[src/rtl/mips_debug_bridge.sv]
// Purpose : command/response bridge between the debug host and the MIPS core:
//           instruction loads, run/step/breakpoint control, debug-word capture.
// Latency : every accepted command answers on cmd+1; load/reset strobes are cmd+1 only.
// Backpres: a command is one rising edge of frame bit 25, answered once; REQ_DATA while filling -> BUSY.
// Ports   : i_frame_from_blaze/o_frame_to_blaze host side; i_frame_from_mips, i_eod,
//           i_eop, i_pc from the core; o_valid, o_reset, o_instr_*, o_mem_addr,
//           o_request_select, o_busy toward the core.
module mips_debug_bridge #(
  parameter int NB_FRAME      = 32,
  parameter int NB_INSTR_ADDR = 9,
  parameter int NB_MEM_ADDR   = 16,
  parameter int MAX_WORDS     = 8,
  parameter int NB_STEP       = 16
) (
  input  logic                     i_clock,
  input  logic                     i_reset,
  input  logic [NB_FRAME-1:0]      i_frame_from_blaze,
  output logic [NB_FRAME-1:0]      o_frame_to_blaze,
  input  logic [NB_FRAME-1:0]      i_frame_from_mips,
  input  logic                     i_eod,
  input  logic                     i_eop,
  input  logic [NB_INSTR_ADDR-1:0] i_pc,
  output logic                     o_valid,
  output logic                     o_reset,
  output logic [31:0]              o_instr_data,
  output logic [NB_INSTR_ADDR-1:0] o_instr_addr,
  output logic [3:0]               o_instr_mem_we,
  output logic [NB_MEM_ADDR-1:0]   o_mem_addr,
  output logic [5:0]               o_request_select,
  output logic                     o_busy
);

  localparam int AW = $clog2(MAX_WORDS);
  localparam int CW = AW + 1;

  localparam logic [5:0] OP_START = 6'b000001, OP_RESET = 6'b000010, OP_LSB = 6'b000100;
  localparam logic [5:0] OP_MSB = 6'b000101, OP_REQ = 6'b000011, OP_MGET = 6'b001000;
  localparam logic [5:0] OP_MCONT = 6'b001001, OP_MSTEP = 6'b001010, OP_STATUS = 6'b001011;
  localparam logic [5:0] OP_SBRK = 6'b001100, OP_CBRK = 6'b001101, OP_STEP = 6'b100000;
  localparam logic [5:0] OP_GIB = 6'b100101;
  localparam logic [31:0] R_OK = {6'b000011, 26'b0}, R_NOK = {6'b000010, 26'b0};
  localparam logic [31:0] R_EOD = {6'b000101, 26'b0}, R_BUSY = {6'b000110, 26'b0};
  localparam logic [31:0] R_OVF = {6'b000111, 26'b0};

  typedef enum logic [1:0] {RUN_IDLE = 2'b00, RUN_CONT = 2'b01, RUN_STEP = 2'b10, RUN_HALT = 2'b11} run_t;
  typedef enum logic [1:0] {C_IDLE, C_FILL, C_READY} cap_t;

  run_t                     run_q, run_d;
  cap_t                     cap_q, cap_d;
  logic                     tog_q, mode_step_q, mode_step_d;
  logic [NB_STEP-1:0]       step_cnt_q, step_cnt_d;
  logic                     eop_seen_q, eop_seen_d, bp_hit_q, bp_hit_d, bp_en_q, bp_en_d;
  logic [NB_INSTR_ADDR-1:0] bp_addr_q, bp_addr_d, instr_addr_q, instr_addr_d;
  logic [31:0]              resp_q, resp_d, instr_data_q, instr_data_d;
  logic                     rst_pulse_q, rst_pulse_d;
  logic [3:0]               we_q, we_d;
  logic [NB_MEM_ADDR-1:0]   mem_addr_q, mem_addr_d;
  logic [5:0]               sel_q, sel_d;
  logic [CW-1:0]            wr_ptr_q, wr_ptr_d, rd_ptr_q, rd_ptr_d;
  logic                     ovf_q, ovf_d;
  logic [31:0]              buf_q [MAX_WORDS];
  logic                     buf_we;

  logic        cmd, bp_match, running, stopped, sel_ok;
  logic [5:0]  op, sel_dec;
  logic [8:0]  typ;
  logic [15:0] dat;

  assign op       = i_frame_from_blaze[31:26];
  assign typ      = i_frame_from_blaze[24:16];
  assign dat      = i_frame_from_blaze[15:0];
  assign cmd      = i_frame_from_blaze[25] & ~tog_q;
  assign bp_match = bp_en_q && (i_pc == bp_addr_q);
  assign running  = (run_q == RUN_CONT) || (run_q == RUN_STEP);
  assign stopped  = !running;

  // A breakpoint hit blocks the advance in the very cycle the PC matches.
  assign o_valid = ((run_q == RUN_CONT) || (run_q == RUN_STEP && step_cnt_q != '0)) && !bp_match;

  // Source decode; types 0x010..0x017 address the eight pipeline latches (0x24..0x2B).
  always_comb begin
    sel_ok  = 1'b1;
    sel_dec = 6'h3F;
    case (typ)
      9'h001:  sel_dec = 6'b100000;
      9'h002:  sel_dec = 6'b100001;
      9'h004:  sel_dec = {1'b0, dat[4:0]};
      9'h005:  sel_dec = 6'b100010;
      default: begin
        if (typ[8:3] == 6'b000010) sel_dec = 6'h24 + {3'b000, typ[2:0]};
        else                       sel_ok  = 1'b0;
      end
    endcase
  end

  always_comb begin
    run_d = run_q;          cap_d = cap_q;             mode_step_d = mode_step_q;
    step_cnt_d = step_cnt_q; eop_seen_d = eop_seen_q;  bp_hit_d = bp_hit_q;
    bp_en_d = bp_en_q;      bp_addr_d = bp_addr_q;     resp_d = resp_q;
    mem_addr_d = mem_addr_q; sel_d = sel_q;            wr_ptr_d = wr_ptr_q;
    rd_ptr_d = rd_ptr_q;    ovf_d = ovf_q;             buf_we = 1'b0;
    rst_pulse_d = 1'b0;     we_d = 4'b0000;            instr_data_d = '0;
    instr_addr_d = '0;

    // Execution events: halt on end-of-program or breakpoint, otherwise count steps.
    if (running) begin
      if (i_eop || bp_match) begin
        run_d = RUN_HALT;
        if (i_eop)    eop_seen_d = 1'b1;
        if (bp_match) bp_hit_d   = 1'b1;
      end else if (run_q == RUN_STEP) begin
        if (step_cnt_q != '0)   step_cnt_d = step_cnt_q - 1'b1;
        if (step_cnt_q <= NB_STEP'(1)) run_d = RUN_IDLE;
      end
    end

    // Capture: one word per cycle until i_eod or the buffer is full.
    if (cap_q == C_FILL) begin
      buf_we   = 1'b1;
      wr_ptr_d = wr_ptr_q + 1'b1;
      if (i_eod) cap_d = C_READY;
      else if (wr_ptr_q == CW'(MAX_WORDS - 1)) begin
        cap_d = C_READY;
        ovf_d = 1'b1;
      end
    end

    // Host commands override the event-driven updates above.
    if (cmd) begin
      resp_d = R_NOK;
      case (op)
        OP_START: begin
          run_d      = mode_step_q ? RUN_IDLE : RUN_CONT;
          step_cnt_d = '0;
          eop_seen_d = 1'b0;
          bp_hit_d   = 1'b0;
          resp_d     = R_OK;
        end
        OP_RESET: begin
          rst_pulse_d = 1'b1;
          run_d = RUN_IDLE;  step_cnt_d = '0;
          cap_d = C_IDLE;    wr_ptr_d = '0;  rd_ptr_d = '0;  ovf_d = 1'b0;
          resp_d = R_OK;
        end
        OP_LSB, OP_MSB: if (stopped) begin
          instr_addr_d = typ[NB_INSTR_ADDR-1:0];
          instr_data_d = (op == OP_LSB) ? {16'h0, dat} : {dat, 16'h0};
          we_d         = (op == OP_LSB) ? 4'b0011 : 4'b1100;
          resp_d       = R_OK;
        end
        OP_REQ: begin
          if (cap_q == C_FILL) resp_d = R_BUSY;
          else if (sel_ok) begin
            cap_d = C_FILL;  sel_d = sel_dec;  mem_addr_d = dat;
            wr_ptr_d = '0;   rd_ptr_d = '0;    ovf_d = 1'b0;
            resp_d = R_OK;
          end
        end
        OP_GIB: if (cap_q == C_READY) begin
          if (rd_ptr_q < wr_ptr_q) begin
            resp_d   = buf_q[rd_ptr_q[AW-1:0]];
            rd_ptr_d = rd_ptr_q + 1'b1;
          end else begin
            resp_d = ovf_q ? R_OVF : R_EOD;
          end
        end
        OP_MGET:  resp_d = {(mode_step_q ? OP_MSTEP : OP_MCONT), 26'b0};
        OP_MCONT, OP_MSTEP: if (stopped) begin
          mode_step_d = (op == OP_MSTEP);
          resp_d      = R_OK;
        end
        OP_STATUS: resp_d = {OP_STATUS, 4'b0, run_q, eop_seen_q, bp_hit_q, (cap_q == C_READY),
                             ovf_q, {(16 - NB_INSTR_ADDR){1'b0}}, i_pc};
        OP_SBRK: begin
          bp_addr_d = i_frame_from_blaze[NB_INSTR_ADDR-1:0];
          bp_en_d   = 1'b1;
          resp_d    = R_OK;
        end
        OP_CBRK: begin
          bp_en_d = 1'b0;
          resp_d  = R_OK;
        end
        OP_STEP: if (stopped) begin
          run_d      = RUN_STEP;
          step_cnt_d = (dat[NB_STEP-1:0] == '0) ? NB_STEP'(1) : dat[NB_STEP-1:0];
          resp_d     = R_OK;
        end
        default: resp_d = R_NOK;
      endcase
    end
  end

  always_ff @(posedge i_clock) begin
    if (i_reset) begin
      tog_q <= 1'b0;        run_q <= RUN_IDLE;   cap_q <= C_IDLE;     mode_step_q <= 1'b0;
      step_cnt_q <= '0;     eop_seen_q <= 1'b0;  bp_hit_q <= 1'b0;    bp_en_q <= 1'b0;
      bp_addr_q <= '0;      resp_q <= '0;        rst_pulse_q <= 1'b0; we_q <= 4'b0000;
      instr_data_q <= '0;   instr_addr_q <= '0;  mem_addr_q <= '0;    sel_q <= 6'h3F;
      wr_ptr_q <= '0;       rd_ptr_q <= '0;      ovf_q <= 1'b0;
    end else begin
      tog_q <= i_frame_from_blaze[25];
      run_q <= run_d;             cap_q <= cap_d;            mode_step_q <= mode_step_d;
      step_cnt_q <= step_cnt_d;   eop_seen_q <= eop_seen_d;  bp_hit_q <= bp_hit_d;
      bp_en_q <= bp_en_d;         bp_addr_q <= bp_addr_d;    resp_q <= resp_d;
      rst_pulse_q <= rst_pulse_d; we_q <= we_d;              instr_data_q <= instr_data_d;
      instr_addr_q <= instr_addr_d; mem_addr_q <= mem_addr_d; sel_q <= sel_d;
      wr_ptr_q <= wr_ptr_d;       rd_ptr_q <= rd_ptr_d;      ovf_q <= ovf_d;
    end
  end

  // Buffer contents need no reset: only words below wr_ptr are ever read.
  always_ff @(posedge i_clock) begin
    if (buf_we) buf_q[wr_ptr_q[AW-1:0]] <= i_frame_from_mips;
  end

  assign o_frame_to_blaze = resp_q;
  assign o_reset          = rst_pulse_q;
  assign o_instr_mem_we   = we_q;
  assign o_instr_data     = instr_data_q;
  assign o_instr_addr     = instr_addr_q;
  assign o_mem_addr       = mem_addr_q;
  assign o_busy           = (cap_q == C_FILL);
  assign o_request_select = (cap_q == C_FILL) ? sel_q : 6'h3F;

endmodule

[config.mk]
export PLATFORM = sky130hd
export DESIGN_NAME = mips_debug_bridge
export DESIGN_NICKNAME = d
export VERILOG_FILES = /design/src/rtl/mips_debug_bridge.sv
export SDC_FILE = /design/constraint.sdc
export NUM_CORES = 1
export LEC_CHECK = 0
export ABC_AREA = 0
export BUFFER_PORTS_ARGS = -buffer_cell sky130_fd_sc_hd__buf_4
export CORE_MARGIN = 2
export CORE_UTILIZATION = 40
export CTS_BUF_LIST = sky130_fd_sc_hd__clkbuf_8
export DETAILED_ROUTE_END_ITERATION = 8
export GPL_ROUTABILITY_DRIVEN = 0
export PLACE_DENSITY = 0.7
export SETUP_SLACK_MARGIN = 0.5
export SYNTH_ARGS = -nofsm -noshare
export SYNTH_HDL_FRONTEND = slang
export SYNTH_SLANG_ARGS = --single-unit
[constraint.sdc]
create_clock -name i_clock -period 6.25 [get_ports i_clock]
set_input_delay 0 -clock i_clock [delete_from_list [all_inputs] [get_ports i_clock]]
set_output_delay 0 -clock i_clock [all_outputs]
set_load 0.01 [all_outputs]
==> metrics.md, run 1 <==
| Metric | Value |
|---|---|
| Run status | `finished, final reports clean` |
| Total CTS buffers | `67` |
| First-pass GRT wire length | `57.2 mm` |
| CP max FO | `17` |
| Core area | `0.0389 sq mm` |
| Port-buffer cells | `178` |
| Syn Nets | `1164` |
| Seq/Total Area, Yosys | `0.666` |
| # fillers | `3334` |
| Routed len/inst | `19.5 um` |
| Finished Layout Cells | `a little under 2000` |
| Antenna Nets Post-Route | `0` |
| Die Ht | `just over 200 um` |
| CTS resizes | `0` |
| CP startpoint kind | `flop` |
| Clock root buffer | `clkbuf_8` |
| Drt pass-1 iters | `5` |
| Fin Hold WS | `0.186 ns` |
| Ranking of synthesized cells by area | `edfxtp_1, dfxtp_1, mux4_2` |
| Full die area | `between 0.04 and 0.05 sq mm` |
| HP Class | `in -> reg` |
| Max Clock Freq | `298 MHz` |
| Area of the multi-input gates | `0.00499 sq mm` |
| Vias/cell | `5.18` |
| Final setup fails | `0` |
| Final Worst Setup Slack | `2.90 ns` |
| Area Growth Syn to Fin | `24.2%` |
| Count leader, synth | `edfxtp_1` |
| Dominant cell type by area after synthesis | `edfxtp_1` |
| Period utilization | `0.537` |
| Later-pin clock latency in the skew report | `slightly below 0.6 ns` |
| Worst-path clk slew | `0.06 ns` |
| Layout Nets | `1443` |
| Die W | `203 um` |
| H-Tree Depth | `3` |
| CTS tree | `yes` |
| Top post-synthesis cells by count | `edfxtp_1, dfxtp_1, nor2_1, mux4_2, nand2_1` |
| Synth Register Bits | `400` |
| Final hold violations | `0` |
| Pre-CTS setup slack | `3.04 ns` |
| IO Count | `179` |
| Largest net degree at the start of global routing | `80` |
| Clk_skew | `0.0298 ns` |
| Required @ worst endpoint | `6.76 ns` |
| Yosys warns | `0` |
| Synth unique cells | `70` |
| P_leak | `7.01 nW` |
| Cell area power density | `261 mW/mm^2` |
| Ys flop type | `edfxtp_1` |
| Cell Rows | `72` |
| Initial antenna violation count | `1` |
| Total wire length | `37.5 mm` |
| Max clock buf depth | `3` |
| Initial Utilization | `0.408` |
| DPL Wire Length | `22.7 mm` |
| CP endpoint kind | `flop` |
| DRC violations left | `0` |
| Mapped Cells | `about 1100` |
| Clk sink count | `400` |
| DP Cell Count | `between 1500 and 2000` |
| Async SR Flop Fraction | `0` |
| Crit Path Category | `reg -> reg` |
| Slew headroom | `0.194` |
| Share of post-route cells with drive strength above 1 | `0.267` |
| Avg Inst Size Synth | `14.7 sq um` |
| Number of global-route vias before repair | `9969` |
| Overall Global Routing Usage | `0.181` |
| Final Max Tran Viols | `0` |
| Global route total overflow | `0` |
| Worst Max-Slew Pin Slew | `1.21 ns` |
| Max-Cap Viols | `0` |
| Setup TNS | `0 ns` |
| Post-layout min period | `~3.4 ns` |
| Max VDD drop | `between 150 and 200 uV` |
| Initial drt markers | `831` |
| Worst Path Arrival | `around 3.9 ns` |
| Register area | `0.0106 sq mm` |
| Via count | `9969` |
| RSZ-0062 raised after global routing | `false` |
| Top cell type's share of synthesized area | `0.485` |
| Post-synthesis cell area | `0.0159 sq mm` |
| Post-synth EDFFs | `about 260` |
flip-flops by register name, indices dropped and copies added (netlist names), 4 cells and up, named ones only:
| signal | flops |
|---|---|
| o_frame_to_blaze | 32 |
| rd_ptr_q | 4 |
| buf_q | 256 |
| step_cnt_q | 16 |
| o_instr_addr | 9 |
| sel_q | 6 |
| o_instr_data | 32 |
| o_mem_addr | 16 |
| wr_ptr_q | 4 |
| bp_addr_q | 9 |
cell usage in the layout (no fill, tap or decap), types with 8 or more instances in the layout:
| cell | n |
|---|---|
| edfxtp_1 | 256 |
| buf_4 | 190 |
| dfxtp_1 | 141 |
| nor2_1 | 83 |
| dlygate4sd3_1 | 79 |
| clkbuf_8 | 70 |
| mux4_2 | 64 |
| nand2_1 | 63 |
| mux2i_1 | 46 |
| inv_1 | 42 |
| and2_1 | 40 |
| a21oi_1 | 35 |
| o21ai_0 | 28 |
| a22o_1 | 17 |
| nor3_1 | 16 |
| xnor2_1 | 15 |
| nor4_1 | 13 |
| mux2_2 | 13 |
| a22oi_1 | 13 |
| xor2_1 | 12 |
| clkinv_1 | 12 |
| nand2b_1 | 11 |
| nand3_1 | 10 |
| ha_1 | 9 |
| nand4_1 | 8 |
| o21ai_1 | 8 |
per-stage QoR:
stage / instance area [sq um] / power (mW) / util
after floorplan: 15900 / 2.94 / -
after global placement: 17700 / 3.03 / 0.455
after detailed placement: 17700 / 3.04 / 0.455
after CTS: 19700 / 5.19 / 0.506
after global routing: 19700 / 5.32 / 0.506
final: 19700 / 5.13 / 0.506
final timing paths:
path	from	endpoint	slack, ns	cells past startpoint
worst min register to register	sel_q[4]	sel_q[4]	0.45	1
worst max-delay path	wr_ptr_q[2]	o_frame_to_blaze[30]	2.90	7
worst min-delay path	i_frame_from_mips[14]	buf_q[6][14]	0.19	2
worst max register to register	wr_ptr_q[2]	o_frame_to_blaze[30]	2.90	7
final cells by class:
cell class                 count  area share
tap                          518      0.0329
inverter                      18     0.00343
multi-input combinational    601       0.253
clock inverter                47      0.0119
clock buffer                  70      0.0489
timing repair buffer         269       0.113
sequential                   400       0.537
antenna                        1    0.000127
per-layer routing:
metal,up-vias,GRT usage,part of all wire
met5,-,0,0
met3,80,0.0360,0.063
met4,0,0.0670,0.027
met2,364,0.302,0.48
li1,4653,-,-
met1,4872,0.234,0.43
timing repair:
action,CTS,global route
hold endpoints to repair,379,0
setup buffers,0,0
hold buffers,79,0
report_power, final:
part | switching [mW] | internal [mW] | total, mW
sequential | 0.00442 | 2.81 | 2.82
combinational | 0.119 | 0.0910 | 0.210
clock | 1.03 | 1.08 | 2.11
total | 1.15 | 3.98 | 5.13
critical path: stages, from the launching register on:
cell and delay [ns]:
dfxtp_1 0.54, inv_1 0.13, ha_1 0.26, a2111oi_4 0.42, o211ai_1 0.52, nor2_1 1.08
a22oi_1 0.17, nor2_1 0.14
kinds of logic after synthesis:
group           share of synthesized area
xor+xnor                           0.0149
fa+ha+maj                         0.00710
buf+inv                            0.0215
compound gates                     0.0616
mux                                 0.129
simple gates                       0.0995
flops                               0.666
Note: power is estimated with default switching activity, not from simulation.
==> run 2: changes to the inputs <==
--- a/config.mk
+++ b/config.mk
@@ -5,14 +5,14 @@
 export SDC_FILE = /design/constraint.sdc
 export NUM_CORES = 1
 export LEC_CHECK = 0
-export ABC_AREA = 0
+export ABC_AREA = 1
 export BUFFER_PORTS_ARGS = -buffer_cell sky130_fd_sc_hd__buf_4
 export CORE_MARGIN = 2
 export CORE_UTILIZATION = 40
 export CTS_BUF_LIST = sky130_fd_sc_hd__clkbuf_8
 export DETAILED_ROUTE_END_ITERATION = 8
 export GPL_ROUTABILITY_DRIVEN = 0
-export PLACE_DENSITY = 0.7
+export PLACE_DENSITY = 0.72
 export SETUP_SLACK_MARGIN = 0.5
 export SYNTH_ARGS = -nofsm -noshare
 export SYNTH_HDL_FRONTEND = slang
==> constraint.sdc (replaced) <==
create_clock -name i_clock -period 3.05 [get_ports i_clock]
set_input_delay 0 -clock i_clock [delete_from_list [all_inputs] [get_ports i_clock]]
set_output_delay 0 -clock i_clock [all_outputs]
set_load 0.01 [all_outputs]
==> run 2 against run 1 <==
  * Wire length increased by 19%
  * First-iteration DRC count rose by 45%
  * Critical path depth is 6 higher
  * Total power increased by 110%
  * Cell count increased by 28%
  * Register-to-register slack worse by 2.2 ns
  * Cell area up 3.6%
  * Count of clock-buffer cells in the layout rose by 6
==> metrics.md, run 2 <==
| Metric | Value |
|---|---|
| Run status | `finished, final reports clean` |
| RSZ-0062 raised after global routing | `false` |
| Layout Nets | `1971` |
| CP Launch Point | `wr_ptr_q[1]` |
| Switch share | `0.232` |
| Pre-CTS setup slack | `a little under 0.7 ns` |
| Drt pass-1 iters | `5` |
| Critical-path cell list | `inv_1 -> ha_1 -> o21ai_1 -> nand2_1 -> nand3_1 -> nand2_2 -> inv_1 -> buf_4 -> nand3_1 -> nand2_1 -> nand2_1 -> o21ai_0 -> a21oi_1` |
| Met2 GRT Util | `0.348` |
| Initial drt markers | `1208` |
| Routed len/inst | `between 15 and 20 um` |
| Overall Global Routing Usage | `0.209` |
| Share of post-route cells with drive strength above 1 | `0.180` |
| Final hold violations | `0` |
| Area Growth Syn to Fin | `25.2%` |
| Mapped Cells | `approximately 1600` |
| Die W | `206 um` |
| Yosys warns | `0` |
| Initial Utilization | `0.407` |
| Max Clock Freq | `426 MHz` |
| CP max stage delay | `0.38 ns` |
| CP max stage cell | `dfxtp_1` |
| Cell area power density | `534 mW/mm^2` |
| Top post-synthesis cells by count | `nand2_1, edfxtp_1, nor2_1, dfxtp_1, inv_1` |
| Final setup fails | `0` |
| Clk_skew | `about 0.02 ns` |
| Slew headroom | `0.409` |
| Seq pwr share | `0.530` |
| Clk pwr share | `0.420` |
| CP max FO | `12` |
| Top cell type's share of synthesized area | `0.472` |
| Crit-path leading delay family | `simple AND/OR/NAND/NOR gates` |
| Antenna Nets Post-Route | `0` |
| Async SR Flop Fraction | `0` |
| Clock root buffer | `clkbuf_8` |
| Switching power | `2.53 mW` |
| Worst Path Arrival | `2.82 ns` |
| R2r worst-path depth | `13` |
| CP Depth | `13` |
| Internal | `approximately 8.4 mW` |
| IO Count | `179` |
| Via count | `12900` |
| Port-buffer cells | `around 180` |
| Max-Cap Viols | `0` |
| Grt peak-use layer | `met2` |
| Seq/Total Area, Yosys | `0.648` |
| Syn Nets | `around 1700` |
| Max VDD drop | `292 uV` |
| Met3 Usage GRT | `0.0459` |
| DP Cell Count | `2261` |
| Post-layout min period | `2.35 ns` |
| Worst Max-Slew Pin Slew | `between 0.8 and 0.9 ns` |
| Total wire length | `44.6 mm` |
| First-pass GRT wire length | `68.1 mm` |
| Required @ worst endpoint | `approximately 3.5 ns` |
| Synth unique cells | `47` |
| Combinational power share | `0.050` |
| Final Max Tran Viols | `0` |
| Grt met1 use | `0.263` |
| Reg2reg start | `wr_ptr_q[1]` |
| Global route total overflow | `0` |
| CTS tree | `yes` |
| Post-synth EDFFs | `256` |
| CP startpoint kind | `flop` |
| Ys flop type | `edfxtp_1` |
| Largest net degree at the start of global routing | `78` |
| Total CTS buffers | `66` |
| Commonest cells after routing, fill and taps aside | `nand2_1, edfxtp_1, buf_4` |
| Initial antenna violation count | `5` |
| CP endpoint kind | `flop` |
| Dominant cell type by area after synthesis | `edfxtp_1` |
| Commonest non-fill, non-tap cell in the layout | `nand2_1` |
| Vias/cell | `between 5 and 6` |
| Core area | `roughly 0.040 sq mm` |
| FF-to-FF End | `o_frame_to_blaze[26]` |
| Worst-path clk slew | `0.06 ns` |
| HP Class | `in -> reg` |
| R2R Setup Slk | `between 0.7 and 0.8 ns` |
| Clk sink count | `400` |
| CP dominant cell by count | `nand2_1` |
| Final Worst Setup Slack | `0.701 ns` |
| CP endpoint | `o_frame_to_blaze[26]` |
| Ranking of synthesized cells by area | `edfxtp_1, dfxtp_1, nand2_1` |
| Finished Layout Cells | `roughly 2500` |
| Max clock buf depth | `3` |
| Critical path buffers and inverters | `3` |
| Number of global-route vias before repair | `approximately 13000` |
| Max reg flops | `256` |
| Setup TNS | `0 ns` |
| Die Ht | `206 um` |
| Avg Inst Size Synth | `10.2 sq um` |
| Synth Register Bits | `400` |
| H-Tree Depth | `3` |
| Crit Path Category | `reg -> reg` |
| Total power | `10.9 mW` |
| Full die area | `0.0424 sq mm` |
| Later-pin clock latency in the skew report | `0.62 ns` |
| DPL Wire Length | `28.1 mm` |
| DRC violations left | `0` |
| P_leak | `8.09 nW` |
| Period utilization | `0.770` |
| Post-synthesis cell area | `0.0163 sq mm` |
| Cell Rows | `73` |
| Count leader, synth | `nand2_1` |
[run 2: cell families (layout without fill, tap and decap cells)]
| family | count (synthesis) | in the layout | synth area share |
|---|---|---|---|
| buf+inv | 221 | 555 | 0.0547 |
| compound gates | 329 | 329 | 0.121 |
| fa+ha+maj | 9 | 9 | 0.00691 |
| flops | 400 | 400 | 0.648 |
| xor+xnor | 7 | 7 | 0.00376 |
| other cells | 0 | 4 | 0 |
| simple gates | 636 | 636 | 0.165 |
[run 2: worst min path at each step]
stage,start,to,slack [ns],depth (start not counted)
after global placement,i_frame_from_blaze[21],o_instr_addr[5],0.23,3
after global routing,i_frame_from_mips[15],buf_q[6][15],0.15,2
after CTS,i_frame_from_mips[31],buf_q[3][31],0.11,2
final,i_frame_from_mips[31],buf_q[3][31],0.15,2
after detailed placement,i_frame_from_mips[24],buf_q[7][24],0.24,1
after floorplan,i_frame_from_blaze[26],o_instr_mem_we[1],0.08,1
[run 2: worst register-to-register path: stages, from the launching register on]
cell and delay (ns):
dfxtp_1 0.38, inv_1 0.11, ha_1 0.30, o21ai_1 0.08, nand2_1 0.06, nand3_1 0.08
nand2_2 0.14, inv_1 0.11, buf_4 0.23, nand3_1 0.17, nand2_1 0.12, nand2_1 0.05
o21ai_0 0.28, a21oi_1 0.11
[run 2: metal layers]
| layer | up-vias | wire, um |
|---|---|---|
| met3 | 103 | 3830 |
| li1 | 6119 | - |
| met4 | 0 | 1390 |
| met1 | 6032 | 18400 |
| met5 | - | 0 |
| met2 | 596 | 20900 |
[run 2: cell type report]
cell class              instances  area (sq um)
inverters                     141           533
clock buffers                  76          1050
fillers                      3483         19600
multi-input cells             981          4880
flip-flops and latches        400         10600
repair buffers                295          2470
diodes                          4          10.0
well taps                     525           657
clock inverters                43           241
[run 2: power groups by stage]
stage          Combinational, mW  Clock, mW  Sequential (mW)
4_1_cts                    0.545       4.67             5.77
5_1_grt                    0.597       4.91             5.77
3_3_place_gp               0.445          0             5.89
3_5_place_dp               0.456          0             5.89
6_report                   0.548       4.58             5.77
2_1_floorplan              0.216          0             5.89
[run 2: through the flow]
stage               utilization  area, sq um  hold WS, ns
finish                    0.510        20400        0.152
global route              0.510        20400        0.147
CTS                       0.510        20400        0.111
detailed placement        0.458        18300        0.235
global placement          0.458        18300        0.227
floorplan                     -        16300       0.0788
[run 2: repair_timing]
action,in CTS,in global routing
hold buffers,81,0
setup buffers,0,0
hold endpoints to repair,369,0
setup endpoints to repair,0,2
gates resized for setup,0,1
==> run 3: changes to the inputs <==
--- a/config.mk
+++ b/config.mk
@@ -5,7 +5,7 @@
 export SDC_FILE = /design/constraint.sdc
 export NUM_CORES = 1
 export LEC_CHECK = 0
-export ABC_AREA = 1
+export ABC_AREA = 0
 export BUFFER_PORTS_ARGS = -buffer_cell sky130_fd_sc_hd__buf_4
 export CORE_MARGIN = 2
 export CORE_UTILIZATION = 40
==> constraint.sdc (replaced) <==
create_clock -name i_clock -period 1.89 [get_ports i_clock]
set_input_delay 0 -clock i_clock [delete_from_list [all_inputs] [get_ports i_clock]]
set_output_delay 0 -clock i_clock [all_outputs]
set_load 0.01 [all_outputs]
==> run 3 against run 2 <==
  * The flow now finishes with violations (setup timing)
  * First-iteration DRC count decreased by 35%
  * Utilization grew 10 points
  * Clock skew is 0.021 ns higher
  * Critical endpoint is now o_valid
  * Largest cell class unchanged
  * Highest routed layer is now met5
==> metrics.md, run 3 (synthesis results as in run 1) <==
| Metric | Value |
|---|---|
| IO Count | `about 180` |
| Initial drt markers | `781` |
| Period utilization | `1.06` |
| Post-place instance area | `0.0187 sq mm` |
| Share of post-route cells with drive strength above 1 | `0.485` |
| Largest net degree at the start of global routing | `74` |
| Worst-path clk slew | `roughly 0.06 ns` |
| Final setup fails | `22` |
| Port-buffer cells | `178` |
| Die Ht | `203 um` |
| Area of the multi-input gates | `0.00608 sq mm` |
| Max clock buf depth | `3` |
| Drt pass-1 iters | `5` |
| Full die area | `0.0413 sq mm` |
| P_leak | `8.76 nW` |
| CTS tree | `yes` |
| CP startpoint kind | `flop` |
| DP Cell Count | `1786` |
| Post-layout min period | `2.01 ns` |
| Number of global-route vias before repair | `11400` |
| Total CTS buffers | `69` |
| Final Worst Setup Slack | `-0.116 ns` |
| Post-route cell area | `0.0238 sq mm` |
| DPL Wire Length | `24.5 mm` |
| Commonest non-fill, non-tap cell in the layout | `edfxtp_1` |
| Worst Max-Slew Pin Slew | `1.10 ns` |
| Via count | `11300` |
| RSZ-0062 raised after global routing | `true` |
| Routed len/inst | `22.7 um` |
| H-Tree Depth | `3` |
| # fillers | `2761` |
| Run status | `finished, violations left` |
| Core area | `0.0389 sq mm` |
| Crit Path Category | `reg -> out` |
| Max Clock Freq | `498 MHz` |
| Pre-CTS setup slack | `-0.0520 ns` |
| Slew headroom | `0.267` |
| Final Max Tran Viols | `0` |
| Worst Path Arrival | `2.01 ns` |
| Layout Nets | `between 1500 and 2000` |
| First-pass GRT wire length | `68.1 mm` |
| Initial antenna violation count | `2` |
| Antenna Nets Post-Route | `0` |
| CP max FO | `2` |
| Max reg flops | `256` |
| Overall Global Routing Usage | `0.219` |
| Cell area power density | `773 mW/mm^2` |
| Later-pin clock latency in the skew report | `0.63 ns` |
| Commonest cells after routing, fill and taps aside | `edfxtp_1, buf_4, dfxtp_1` |
| Final hold violations | `0` |
| Clk_skew | `between 0.04 and 0.05 ns` |
| Clk sink count | `400` |
| CP endpoint kind | `output pin` |
| Vias/cell | `about 5.4` |
| Required @ worst endpoint | `1.89 ns` |
| Max VDD drop | `690 uV` |
| Initial Utilization | `0.408` |
| Finished Layout Cells | `about 2100` |
| Failing checks | `setup timing` |
| Area Growth Syn to Fin | `49.9%` |
| Register area | `0.0106 sq mm` |
| Clock root buffer | `clkbuf_8` |
| Cell Rows | `72` |
| Max-Cap Viols | `0` |
| HP Class | `in -> reg` |
| DRC violations left | `0` |
| Die W | `203 um` |
| Total wire length | `47.9 mm` |
| Global route total overflow | `0` |
==> run 3: cell types whose count changed in the layout (fill, tap and decap cells not counted), moves of 72 or more <==
cell / previous run / this run
a21oi_1: 127 / 22
inv_1: 149 / 32
nor2_1: 173 / 72
o21ai_0: 101 / 8
nand3_1: 77 / 5
nand2_1: 317 / 55
==> run 3: path summary, 6_finish.rpt <==
| kind | start | end | slack, ns | cells past startpoint |
|---|---|---|---|---|
| min reg2reg | o_frame_to_blaze[28] | o_frame_to_blaze[28] | 0.46 | 2 |
| max | step_cnt_q[1] | o_valid | -0.12 | 8 |
| max reg2reg | step_cnt_q[3] | run_q[0] | -0.11 | 7 |
| min | i_frame_from_blaze[27] | step_cnt_q[9] | 0.04 | 5 |
==> run 3: final cells by class <==
class,count,share of cell area
Antenna cell,1,0.000105
Clock buffer,85,0.0492
Clock inverter,41,0.0107
Inverter,18,0.00337
Multi-Input combinational cell,601,0.256
Sequential cell,400,0.446
Tap cell,518,0.0273
Timing Repair Buffer,450,0.207
==> run 3: layer usage <==
metal  vias to the layer above  global-route usage  part of all wire
met5                         -                   0           0.00027
met4                         2              0.0834             0.038
met3                       118              0.0500             0.072
met2                       501               0.383              0.51
met1                      5641               0.263              0.38
li1                       5062                   -                 -
==> run 3: what timing repair did <==
item,4_1_cts,5_1_grt
hold buffers,82,0
cloned,24,11
pin swaps,48,51
setup endpoints to repair,405,405
endpoints found under the hold margin,392,0
resized for setup,150,141
buffers inserted,59,25
==> run 3: power breakdown <==
part / switching [mW] / leakage (nW) / internal, mW
Clock: 3.65 / 0.807 / 4.38
Combinational: 0.545 / 4.48 / 0.496
Sequential: 0.0143 / 3.47 / 9.29
Total: 4.20 / 8.76 / 14.2
==> run 3: stage by stage <==
step / total power, mW / hold slack (ns) / util / setup TNS [ns]
6_report: 18.4 / 0.0362 / 0.611 / -1.01
3_3_place_gp: 10.2 / 0.212 / 0.481 / -0.604
5_1_grt: 19.0 / 0.0464 / 0.611 / -3.55
2_1_floorplan: 9.79 / 0.0989 / - / -8.09
3_5_place_dp: 10.2 / 0.214 / 0.481 / -0.215
4_1_cts: 18.3 / -0.00912 / 0.584 / -0.772
==> run 3: worst max-delay path: stages (launching register included) <==
cell     delay (ns)
dfxtp_2        0.33
inv_2          0.07
ha_4           0.13
nor4b_4        0.18
nand4_1        0.16
buf_4          0.19
a21oi_2        0.14
nor2_2         0.06
buf_6          0.13
